===== src/rtl/ram_port_sequencer_pkg.sv =====
// ram_port_sequencer_pkg
// Shared definitions for the RAM port sequencer: command opcodes, the
// controller state enumeration and the RAM depth helper.
package ram_port_sequencer_pkg;

    typedef enum logic [1:0] {
        OP_NOP   = 2'b00,
        OP_FILL  = 2'b01,
        OP_DUMP  = 2'b10,
        OP_CLEAR = 2'b11
    } op_e;

    typedef enum logic [2:0] {
        ST_IDLE,
        ST_FILL,
        ST_CLEAR,
        ST_RD_ADDR,
        ST_RD_DATA,
        ST_RD_HOLD
    } state_e;

    // Number of words addressable with address_bits address lines.
    function automatic int unsigned depth_f(input int unsigned address_bits);
        return 32'd1 << address_bits;
    endfunction

endpackage


===== src/rtl/ram_port_sequencer.sv =====
// ram_port_sequencer
// Owns the single port of a synchronous RAM and runs bulk FILL, DUMP and
// CLEAR operations over a contiguous address window that wraps at DEPTH.
// Ports:
//   clock, reset (async, active low)
//   cmd_*     : command channel (valid/ready), op, base address, word count
//   in_*      : FILL data stream (valid/ready)
//   out_*     : DUMP data stream (valid/ready)
//   ram_*     : RAM port (write, address, data_in, data_out)
//   busy      : high whenever not idle
//   done      : one-cycle registered pulse on command completion
module ram_port_sequencer
    import ram_port_sequencer_pkg::*;
#(
    parameter int ADDRESS_BITS = 4,
    parameter int DATA_BITS    = 8
) (
    input  logic                    clock,
    input  logic                    reset,
    input  logic                    cmd_valid,
    output logic                    cmd_ready,
    input  logic [1:0]              cmd_op,
    input  logic [ADDRESS_BITS-1:0] cmd_base,
    input  logic [ADDRESS_BITS:0]   cmd_count,
    input  logic                    in_valid,
    output logic                    in_ready,
    input  logic [DATA_BITS-1:0]    in_data,
    output logic                    out_valid,
    input  logic                    out_ready,
    output logic [DATA_BITS-1:0]    out_data,
    output logic                    ram_write,
    output logic [ADDRESS_BITS-1:0] ram_address,
    output logic [DATA_BITS-1:0]    ram_data_in,
    input  logic [DATA_BITS-1:0]    ram_data_out,
    output logic                    busy,
    output logic                    done
);

    localparam int unsigned           DEPTH   = depth_f(ADDRESS_BITS);
    localparam logic [ADDRESS_BITS:0] DEPTH_W = (ADDRESS_BITS+1)'(DEPTH);
    localparam logic [ADDRESS_BITS:0] ONE_W   = (ADDRESS_BITS+1)'(1);

    state_e                  state_q, state_d;
    logic [ADDRESS_BITS-1:0] addr_q, addr_d;
    logic [ADDRESS_BITS:0]   rem_q, rem_d;
    logic [DATA_BITS-1:0]    out_data_q, out_data_d;
    logic                    done_q, done_d;
    logic [ADDRESS_BITS:0]   count_clamped;

    always_ff @(posedge clock or negedge reset) begin
        if (!reset) begin
            state_q    <= ST_IDLE;
            addr_q     <= '0;
            rem_q      <= '0;
            out_data_q <= '0;
            done_q     <= 1'b0;
        end else begin
            state_q    <= state_d;
            addr_q     <= addr_d;
            rem_q      <= rem_d;
            out_data_q <= out_data_d;
            done_q     <= done_d;
        end
    end

    assign count_clamped = (cmd_count > DEPTH_W) ? DEPTH_W : cmd_count;

    always_comb begin
        state_d     = state_q;
        addr_d      = addr_q;
        rem_d       = rem_q;
        out_data_d  = out_data_q;
        done_d      = 1'b0;
        ram_write   = 1'b0;
        ram_data_in = '0;

        unique case (state_q)
            ST_IDLE: begin
                if (cmd_valid) begin
                    addr_d = cmd_base;
                    rem_d  = count_clamped;
                    if (op_e'(cmd_op) == OP_NOP || count_clamped == '0) begin
                        done_d = 1'b1;
                    end else begin
                        unique case (op_e'(cmd_op))
                            OP_FILL:  state_d = ST_FILL;
                            OP_DUMP:  state_d = ST_RD_ADDR;
                            OP_CLEAR: state_d = ST_CLEAR;
                            default:  state_d = ST_IDLE;
                        endcase
                    end
                end
            end
            ST_FILL: begin
                ram_write   = in_valid;
                ram_data_in = in_data;
                if (in_valid) begin
                    addr_d = addr_q + ADDRESS_BITS'(1);
                    rem_d  = rem_q - ONE_W;
                    if (rem_q == ONE_W) begin
                        state_d = ST_IDLE;
                        done_d  = 1'b1;
                    end
                end
            end
            ST_CLEAR: begin
                ram_write = 1'b1;
                addr_d    = addr_q + ADDRESS_BITS'(1);
                rem_d     = rem_q - ONE_W;
                if (rem_q == ONE_W) begin
                    state_d = ST_IDLE;
                    done_d  = 1'b1;
                end
            end
            ST_RD_ADDR: begin
                state_d = ST_RD_DATA;
            end
            ST_RD_DATA: begin
                // RAM output is registered: the word for addr_q appears now.
                out_data_d = ram_data_out;
                state_d    = ST_RD_HOLD;
            end
            ST_RD_HOLD: begin
                if (out_ready) begin
                    addr_d = addr_q + ADDRESS_BITS'(1);
                    rem_d  = rem_q - ONE_W;
                    if (rem_q == ONE_W) begin
                        state_d = ST_IDLE;
                        done_d  = 1'b1;
                    end else begin
                        state_d = ST_RD_ADDR;
                    end
                end
            end
            default: begin
                state_d = ST_IDLE;
            end
        endcase
    end

    assign ram_address = addr_q;
    assign cmd_ready   = (state_q == ST_IDLE);
    assign in_ready    = (state_q == ST_FILL);
    assign out_valid   = (state_q == ST_RD_HOLD);
    assign out_data    = out_data_q;
    assign busy        = (state_q != ST_IDLE);
    assign done        = done_q;

endmodule


===== config.mk =====
export PLATFORM = sky130hd
export DESIGN_NAME = ram_port_sequencer
export DESIGN_NICKNAME = d
export VERILOG_FILES = /design/src/rtl/ram_port_sequencer_pkg.sv /design/src/rtl/ram_port_sequencer.sv
export SDC_FILE = /design/constraint.sdc
export NUM_CORES = 1
export LEC_CHECK = 0
export ABC_CLOCK_PERIOD_IN_PS = 1790
export CORE_MARGIN = 2
export CORE_UTILIZATION = 35
export DETAILED_ROUTE_END_ITERATION = 10
export GPL_TIMING_DRIVEN = 1
export PLACE_DENSITY = 0.65
export SYNTH_ARGS = -nofsm -noshare
export SYNTH_HDL_FRONTEND = slang
export SYNTH_SLANG_ARGS = --single-unit

===== constraint.sdc =====
create_clock -name clock -period 1.79 [get_ports clock]
set_clock_uncertainty 0.05 [all_clocks]
set_input_delay 0.2685 -clock clock [delete_from_list [all_inputs] [get_ports clock]]
set_output_delay 0.2685 -clock clock [all_outputs]
set_load 0.01 [all_outputs]

# Word level (Yosys, flattened, before mapping)

Index checks and enable logic that the tools add are counted.

ROM bits: 0
Word-level logic and storage cells: 54
Output and inout port bits: 26
Bits in registers: 21
Bits in latches: 0
Memories: 0
Input port bits: 32
RAM bits: 0

Reduce and logical (&&, ||, !) cells: 8
Order comparisons: 1
Bitwise gates (word level): 0
Multiplexer cells: 25
Eq/ne operators: 13
Shift operators: 0
$add $sub $neg: 2
Div/mod/pow operators: 0
Multipliers: 0

Operator list:

| operator                                                            | number |
|---|---|
| 5-bit 2-to-1 mux                                                    | 4 |
| 5-bit one-hot mux with 4 select lines                               | 1 |
| 3-bit one-hot mux with 6 select lines                               | 1 |
| 4-bit one-hot mux with 4 select lines                               | 1 |
| 3-bit 2-to-1 mux                                                    | 5 |
| 4-bit 2-to-1 mux                                                    | 3 |
| 8-bit 2-to-1 mux                                                    | 1 |
| 4-bit AND reduction                                                 | 2 |
| 3-bit by 2-bit == test with 1-bit output (second input constant)    | 2 |
| 3-bit == test (second input constant)                               | 2 |
| 2-bit != test (second input constant)                               | 3 |
| 2-bit one-hot mux with 3 select lines                               | 1 |
| 5-bit by 1-bit == test with 1-bit output (second input constant)    | 1 |
| 5-bit > comparator (second input constant)                          | 1 |
| 5-bit logical NOT                                                   | 1 |
| 1-bit 2-to-1 mux                                                    | 5 |
| 5-bit by 1-bit subtractor with 5-bit output (second input constant) | 1 |
| 4-bit by 1-bit adder with 4-bit output (second input constant)      | 1 |
| 2-bit == test (second input constant)                               | 2 |
| 1-bit one-hot mux with 4 select lines                               | 1 |
| 4-bit nonzero test                                                  | 1 |
| 3-bit by 1-bit == test with 1-bit output (second input constant)    | 1 |
| 3-bit logical NOT                                                   | 1 |
| 3-bit nonzero test                                                  | 1 |
| other kinds (6)                                                     | 6 |

# Longest topological paths before layout

Gate-level depths: netlist of run 1.

Depth after elaboration: 7
Gate-level depth with buffers: 6
Gate-level depth less buffers: 6

# Worst setup path after synthesis of run 1

OpenSTA, ideal clock, no wires.

Kind: reg-to-output
Start: register state_q[1]
End: output ram_data_in[0]
Stages on the path, launching flop included: 6
Data arrival time: 1.227 ns
Required time: 1.471 ns
Buffers on the path: 2
Slack: 0.244 ns
Cells stage by stage: dfrtp_1 buf_4 nor2_1 and2_1 clkbuf_1 and2_1

Longest elaborated chain between the ends: 2

Ends and longest elaborated chain:

| item                                     | line                     | source |
|---|---|---|
| start: declaration                       | ram_port_sequencer.sv:43 | `state_e state_q, state_d;` |
| start signal: assignment                 | ram_port_sequencer.sv:58 | `state_q <= state_d;` |
| 3-bit by 1-bit == test with 1-bit output | n/a                      |  |
| net in_ready                             | ram_port_sequencer.sv:26 | `output logic in_ready,` |
| 8-bit 2-to-1 mux                         | ram_port_sequencer.sv:77 | `unique case (state_q)` |
| end: declaration                         | ram_port_sequencer.sv:33 | `output logic [DATA_BITS-1:0] ram_data_in,` |

The timed path passes the listed nets, and every way through them passes these cells.

# Worst setup path after layout of run 1

Start: register state_q[0]
End: output ram_data_in[5]

Longest elaborated chain between the ends: 2

Ends and longest elaborated chain:

| item                                     | line |
|---|---|
| 3-bit by 1-bit == test with 1-bit output | ram_port_sequencer.sv:77 |
| 8-bit 2-to-1 mux                         | ram_port_sequencer.sv:77 |

No other way between the ends.

==> metrics.csv, run 1 <==
metric,value,unit
ff_latch_area,527,sq um
clkLatencyLatePin,0.26,ns
synth_top_area_share,38.4,%
crit_family,flip-flops,
syn2layout_area_growth,59.3,%
drive_gt1_share,24.3,%
arrival,1.42,ns
dieHeight,66.5,microns
startpoint,state_q[0],
antenna_found_initial,0,
h-tree-depth,1,
fp.dieArea,0.00443,sq mm
synthTopCellsByCount,"dfrtp_1, nand2_1, mux2_2",
holdCritPathClass,in -> async,
grt_util_all_layers,16.1,%
ios,58,
clk_path_buf_depth,2,
cp_cell_sequence,"buf_12, and2_4, and2_1, dlygate4sd2_1",
hpwl,2.78,mm
period_share,97.3,%
min_period,1.74,ns
place_congestion,0.792,
grtUsageMet2,29.6,%
viasPerCell,4.85,
power.total,2.61,mW
synthMuxAreaShare,12.6,%
drtIter0Drc,31,
critPathLaunchType,flop,
max_cap_viol_count,0,
wl,3.45,mm
worst_pin_slew,0.413,ns
port-buffer-count,57,
grt_pass1_vias,1249,
antenna_left,0,
nFillCells,324,
post_drt_wl_per_cell,13.2,microns
ys.flop_type,dfrtp_1,
fin_hold_ws,0.291,ns
dr.pass1.iters,4,
rows,22,
synth_area,0.00137,sq mm
max_freq,574,MHz
hold_viol,0,
critPathBufInv,2,
synth.area.top_cells,"dfrtp_1, mux2_2, ha_1, mux2i_1, and2_1",
clk_pin_slew,0.08,ns
grt_pass1_wl,5.60,mm
switching_share,35.3,%
slowest_delay,0.45,ns
ir_drop,599,uV
synthSimpleGateAreaFrac,20.7,%
grt_start_max_net_pins,22,
seq_power_share,31.8,%
power.density,1200,mW/mm^2
critPathMaxFanout,9,
cpMaxStageDelayCell,dfrtp_2,
switching_power,0.920,mW
synth_xor_area_share,0,%
synth_edf_count,0,
vias,1271,
grt_util_met3,3.55,%
multiInputGateArea,777,sq um
status,"complete, no violations",
drc,0,
slew_headroom,72.4,%
yosysSeqAreaShare,38.4,%
ys_warn_count,0,
slew_viol_final,0,
setup_viol,0,
synth_most_common_cell,dfrtp_1,
synthAdderAreaFrac,5.48,%
synth_top_family_by_area,simple AND/OR/NAND/NOR gates,
synth.distinct_cells,42,
postSynthCellCount,135,
p_clk_share,12.0,%
die_x,66.5,microns
clock-sinks,21,
clock-root-buffer,clkbuf_8,
busiest_layer,met2,
core_area,0.00372,sq mm
critPathKind,reg -> out,
synthArstFlopShare,100,%
cts_tree,yes,
syn_nets,173,
p_leak,0.994,nW
r2r_start,state_q[0],
grt-ovfl-total,0,
use_met1,19.1,%
numCtsBuffers,3,
antenna_cells,0,
holdBufCountCts,0,
final_net_count,253,
power.internal,1.69,mW
synth_seq_cells,21,
syn_avg_cell_area,10.1,sq um
yosysTopAreaCell,dfrtp_1,
synth_compound_area_share,17.0,%
combPwrFrac,56.2,%
cp_data_required_time,1.47,ns
start_util,36.8,%
worst_setup_path_end_kind,output port,
-- area by class of cell --
cell class	instances	area share, %
multi-input cells	100	35.6
repair buffers	80	33.8
flip-flops and latches	21	24.2
well taps	48	2.75
clock buffers	4	2.07
inverters	9	1.55
-- worst reg2reg max path: cells and delay by family (launching register included) --
family | cells | cell delay, ns
DFF | 1 | 0.45
muxes | 1 | 0.26
and+or+nand+nor | 1 | 0.07
AOI/OAI and AO/OA | 2 | 0.38
buffers and inverters | 3 | 0.39
-- registers in the layout, summed over array words and instances (netlist names) --
signal       count
done             1
out_data         8
ram_address      4
rem_q            5
state_q          3
-- layout by cell type (no fill, tap or decap), drive strengths merged, types with 9 or more instances in the layout --
cell           instances
mux2                  10
dfrtp                 21
and2                   9
inv                    9
buf                   24
clkdlybuf4s50         44
nand2                 11
o21ai                  9
-- layer usage --
metal,up-vias,part of all wire [%]
met5,-,0
met4,0,1.0
met3,7,5.6
met2,39,51
met1,591,42
li1,634,-
-- cell families (layout without fill, tap and decap cells) --
logic type | Yosys count | count (layout)
AOI/OAI and AO/OA | 29 | 29
DFF | 21 | 21
buffers and inverters | 14 | 93
adders and majority gates | 6 | 6
and+or+nand+nor | 49 | 49
muxes | 16 | 16
-- timing repair --
item / in CTS / in global routing
gates resized for setup: 19 / 12
pin swaps: 0 / 3
buffers inserted: 0 / 4
setup endpoints to repair: 13 / 10
-- through the flow --
| step | area (sq um) | setup slack (ns) | TNS, ns | std cells | util, % |
|---|---|---|---|---|---|
| finish | 2180 | 0.0480 | 0 | 262 | 58.7 |
| global route | 2180 | -0.00272 | -0.00272 | 262 | 58.7 |
| CTS | 2140 | 0.0102 | 0 | 258 | 57.5 |
| detailed placement | 2100 | -0.0995 | -0.175 | 254 | 56.4 |
| global placement | 2100 | -0.0644 | -0.0897 | 254 | 56.4 |
| floorplan | 1370 | 0.244 | 0 | 135 | - |
-- power groups by stage --
stage,combinational [mW],sequential [mW],clock (mW)
2_1_floorplan,0.716,0.875,0
3_3_place_gp,1.41,0.823,0
6_report,1.47,0.831,0.312
3_5_place_dp,1.46,0.838,0
5_1_grt,1.61,0.862,0.348
4_1_cts,1.43,0.834,0.318
-- worst paths after layout --
path	endpoint	slack, ns	depth (start not counted)
setup / recovery	ram_data_in[5]	0.05	4
hold reg to reg	out_data[7]	0.46	1
setup reg to reg	state_q[1]	0.09	7
max in group asynchronous	state_q[0]	1.17	2
hold / removal	rem_q[1]	0.29	2
min in group clock	out_data[7]	0.46	1
Power figures use the tool's default switching activity.
==> run 2: changes to the inputs <==
--- a/config.mk
+++ b/config.mk
@@ -6,6 +6,7 @@
 export NUM_CORES = 1
 export LEC_CHECK = 0
 export ABC_CLOCK_PERIOD_IN_PS = 1790
+export CORE_ASPECT_RATIO = 0.75
 export CORE_MARGIN = 2
 export CORE_UTILIZATION = 35
 export DETAILED_ROUTE_END_ITERATION = 10
==> metrics.csv, run 2 (synthesized netlist as in run 1, its figures left out) <==
metric,value,unit,change
final_net_count,250,,-1.2%
antenna_left,0,,unchanged
cpMaxStageDelayCell,dfrtp_1,,
placed_area,0.00211,sq mm,+0.48%
crit_family,flip-flops,,
nFillCells,345,,+6.5%
grt_start_max_net_pins,22,,unchanged
cp_data_required_time,1.47,ns,about the same
grt_pass1_vias,1287,,+3.0%
clk_path_buf_depth,2,,unchanged
numCtsBuffers,3,,unchanged
max_cap_viol_count,0,,unchanged
grt_pass1_wl,5.97,mm,+6.7%
dieHeight,58.2,microns,-13%
ios,58,,unchanged
rsz0062_at_grt,yes,,
grt-ovfl-total,0,,unchanged
syn2layout_area_growth,58.0,%,
largest_reg_flops,8,,unchanged
viasPerCell,4.86,,about the same
critPathMaxFanout,7,,-2
drive_gt1_share,24.6,%,+0.35 points
antenna_cells,0,,unchanged
antenna_found_initial,0,,unchanged
dr.pass1.iters,4,,unchanged
hold_viol,0,,unchanged
worst_pin_slew,0.423,ns,+0.00960 ns
place_congestion,0.805,,+1.7%
rows,19,,-14%
p_leak,0.967,nW,-2.7%
grt_util_all_layers,16.9,%,+0.73 points
wl,3.70,mm,+7.5%
vias,1277,,+0.47%
slowest_delay,0.42,ns,-0.03 ns
setup_viol,0,,unchanged
port-buffer-count,57,,unchanged
post_drt_wl_per_cell,14.1,microns,+7.0%
max_freq,574,MHz,about the same
start_util,36.9,%,+0.075 points
period_share,97.2,%,about the same
final_area,0.00216,sq mm,-0.86%
hpwl,2.97,mm,+6.8%
drc,0,,unchanged
h-tree-depth,1,,unchanged
final_common_cell,clkdlybuf4s50_1,,
critPathLaunchType,flop,,
drtIter0Drc,84,,+170%
clock-sinks,21,,unchanged
worst_setup_path_end_kind,output port,,
most-common-layout-cells,"clkdlybuf4s50_1, dfrtp_1, buf_4",,
cp_cell_sequence,"buf_4, nand3b_1, a21oi_2, clkdlybuf4s15_2",,
holdCritPathClass,in -> async,,
core_area,0.00371,sq mm,-0.20%
die_x,76.2,microns,+15%
layout_setup_ws,0.0492,ns,+0.00122 ns
status,"complete, no violations",,
slew_headroom,71.8,%,-0.64 points
fin_util,58.3,%,-0.39 points
clock-root-buffer,clkbuf_8,,
critPathBufInv,2,,unchanged
power.density,1200,mW/mm^2,+0.31%
fp.dieArea,0.00443,sq mm,+0.12%
slew_viol_final,0,,unchanged
min_period,1.74,ns,-0.00122 ns
arrival,1.42,ns,about the same
cts_tree,yes,,
place_worst_setup_slack,-0.156,ns,-0.0564 ns
clk_pin_slew,0.08,ns,about the same
clkLatencyLatePin,0.26,ns,about the same
critPathKind,reg -> out,,
ir_drop,756,uV,+26%
holdBufCountCts,0,,unchanged
-- run 2: worst paths after layout --
path / start / to / slack, ns / cells past startpoint
max: state_q[1] / ram_write / 0.05 / 4
min: reset / rem_q[1] / 0.31 / 2
max reg2reg: state_q[0] / rem_q[4] / 0.06 / 6
min reg2reg: out_data[0] / out_data[0] / 0.46 / 1
max in group asynchronous: reset / state_q[2] / 1.14 / 2
min in group clock: out_data[0] / out_data[0] / 0.46 / 1
-- run 2: cell type report --
type / instances / area, sq um / share of cell area, %
clock buffer: 3 / 41.3 / 1.91
clock inverter: 1 / 5.00 / 0.231
inverter: 9 / 33.8 / 1.56
multi-input combinational: 100 / 773 / 35.8
sequential: 21 / 528 / 24.4
tap: 52 / 65.1 / 3.01
timing repair buffer: 77 / 716 / 33.1
-- run 2: metrics by stage --
step	cells	hold WS [ns]	TNS, ns	total power, mW
finish	263	0.305	0	2.59
global route	263	0.326	-0.0335	2.79
CTS	262	0.315	0	2.60
detailed placement	257	0.449	-0.621	2.31
global placement	257	0.439	-0.110	2.25
floorplan	135	-0.0771	0	1.59
-- run 2: routing by layer --
layer | global-route usage [%] | share of wire, % | vias to the layer above | routed length, microns
met1 | 22.4 | 47 | 613 | 1740
met4 | 3.64 | 0.86 | 0 | 32
li1 | - | - | 627 | -
met3 | 5.61 | 6.3 | 4 | 234
met2 | 27.2 | 46 | 33 | 1690
met5 | 0 | 0 | - | 0
-- run 2: timing repair --
item                       in CTS  in global routing
pin swaps                       0                  1
setup endpoints to repair      13                 14
buffers inserted                1                  1
gates resized for setup        21                 17
hold endpoints to repair        0                  0
-- run 2: where the power goes --
| group | switching, mW | leakage (nW) | internal, mW |
|---|---|---|---|
| Combinational | 0.613 | 0.683 | 0.823 |
| Sequential | 0.171 | 0.259 | 0.674 |
| Clock | 0.158 | 0.0255 | 0.155 |
| Total | 0.942 | 0.967 | 1.65 |
-- run 2: worst reg2reg max path, stage by stage (launching register included) --
cell,delay (ns)
dfrtp_2,0.47
buf_4,0.18
or2_2,0.32
o22ai_4,0.13
buf_12,0.16
o21ai_1,0.07
a22o_1,0.23
==> run 3: changes to the inputs <==
--- a/config.mk
+++ b/config.mk
@@ -11,7 +11,9 @@
 export CORE_UTILIZATION = 35
 export DETAILED_ROUTE_END_ITERATION = 10
 export GPL_TIMING_DRIVEN = 1
-export PLACE_DENSITY = 0.65
+export MAX_ROUTING_LAYER = met4
+export PLACE_DENSITY = 0.79
+export SETUP_SLACK_MARGIN = 0.5
 export SYNTH_ARGS = -nofsm -noshare
 export SYNTH_HDL_FRONTEND = slang
 export SYNTH_SLANG_ARGS = --single-unit
==> metrics.csv, run 3 (synthesized netlist as in run 1, its figures left out) <==
metric,value,unit,change
grt_start_max_net_pins,22,,unchanged
max_cap_viol_count,0,,unchanged
r2r_slack,0.05,ns,about the same
fin_hold_ws,0.288,ns,-0.0171 ns
min_period,1.76,ns,+0.0182 ns
crit_cells,6,,+2
worst_setup_path_end_kind,output port,,
max_freq,569,MHz,-1.0%
dr.pass1.iters,4,,unchanged
slew_viol_final,0,,unchanged
ir_drop,627,uV,-17%
critPathKind,reg -> out,,
critPathBufInv,3,,+1
p_leak,1.25,nW,+29%
cts_tree,yes,,
crit_family,flip-flops,,
cpMaxStageDelayCell,dfrtp_1,,
antenna_found_initial,0,,unchanged
grt_pass1_wl,6.60,mm,+11%
worst_pin_slew,0.322,ns,-0.101 ns
post_drt_wl_per_cell,16.5,microns,+17%
cp_cell_sequence,"nor2_4, and2_4, buf_6, buf_6, and2_4, buf_6",,
slew_headroom,78.5,%,+6.8 points
grt_pass1_vias,1342,,+4.3%
final_common_cell,buf_6,,
rows,19,,unchanged
tns,0,ns,unchanged
drive_gt1_share,47.0,%,+22 points
worstRegToRegCells,8,,+2
final_net_count,275,,+10%
crit_path_end,ram_data_in[2],,
dieHeight,58.2,microns,unchanged
reg2reg_to,rem_q[2],,
grt_util_all_layers,19.5,%,+2.6 points
setup_viol,0,,unchanged
viasPerCell,5.05,,+4.0%
period_share,98.3,%,+1.0 points
core_area,0.00371,sq mm,unchanged
syn2layout_area_growth,92.8,%,
drc,0,,unchanged
power.density,1200,mW/mm^2,+0.10%
fp.dieArea,0.00443,sq mm,unchanged
h-tree-depth,1,,unchanged
arrival,1.44,ns,+0.02 ns
clk_pin_slew,0.08,ns,about the same
clock-sinks,21,,unchanged
place_congestion,0.818,,+1.6%
critPathMaxFanout,3,,-4
drtIter0Drc,86,,+2.4%
nFillCells,267,,-23%
rsz0062_at_grt,yes,,
clock-root-buffer,clkbuf_8,,
clk_path_buf_depth,2,,unchanged
most-common-layout-cells,"buf_6, clkdlybuf4s50_1, buf_4",,
antenna_cells,0,,unchanged
slowest_delay,0.45,ns,+0.03 ns
clkLatencyLatePin,0.26,ns,about the same
die_x,76.2,microns,unchanged
hpwl,2.71,mm,-8.8%
wl,4.74,mm,+28%
start_util,36.9,%,unchanged
cpMostUsedCell,buf_6,,
vias,1455,,+14%
cp_data_required_time,1.47,ns,about the same
ios,58,,unchanged
startpoint,state_q[1],,
critPathLaunchType,flop,,
status,"complete, no violations",,
grt-ovfl-total,0,,unchanged
r2r_start,state_q[1],,
port-buffer-count,57,,unchanged
numCtsBuffers,3,,unchanged
antenna_left,0,,unchanged
holdCritPathClass,in -> async,,
largest_reg_flops,8,,unchanged
hold_viol,0,,unchanged
## run 3: per-stage QoR
stage	utilization (%)	setup WS [ns]	cell area (sq um)	power, mW	instances
after floorplan	-	0.307	1430	1.66	135
after global placement	57.2	-0.0764	2120	2.29	252
after detailed placement	57.2	-0.133	2120	2.33	252
after CTS	66.0	0.0739	2450	2.86	278
after global routing	71.2	-0.0264	2640	3.35	288
final	71.2	0.0311	2640	3.17	288
## run 3: power breakdown
part           switching [mW]  leakage (nW)  internal [mW]
clock                   0.166        0.0255          0.155
sequential              0.179         0.259          0.675
combinational           0.815         0.964           1.18
## run 3: worst min path at each step
stage / to / slack (ns) / cells past startpoint
2_1_floorplan: done / -0.08 / 0
3_3_place_gp: out_data[6] / 0.44 / 1
3_5_place_dp: out_data[1] / 0.45 / 1
4_1_cts: out_data[1] / 0.29 / 2
5_1_grt: state_q[2] / 0.32 / 2
6_report: state_q[2] / 0.29 / 2
## run 3: area by class of cell
class / instances / area (sq um) / share of cell area (%)
clock buffer: 3 / 41.3 / 1.56
clock inverter: 1 / 5.00 / 0.190
inverter: 9 / 36.3 / 1.38
multi-input combinational: 100 / 946 / 35.8
sequential: 21 / 528 / 20.0
tap: 52 / 65.1 / 2.47
timing repair buffer: 102 / 1020 / 38.5
## run 3: repair_timing
item                       in CTS  in global routing
setup endpoints to repair      46                 37
cloned                          0                  1
hold buffers                    0                  0
buffers inserted               22                  9
pin swaps                      18                  8
gates resized for setup       113                 29
## run 3: routing by layer
metal / up-vias / track usage [%] / part of all wire [%]
li1: 674 / - / -
met1: 703 / 23.4 / 41
met4: 0 / 6.23 / 2.9
met5: - / - / 0
met3: 14 / 4.83 / 5.9
met2: 64 / 32.7 / 50
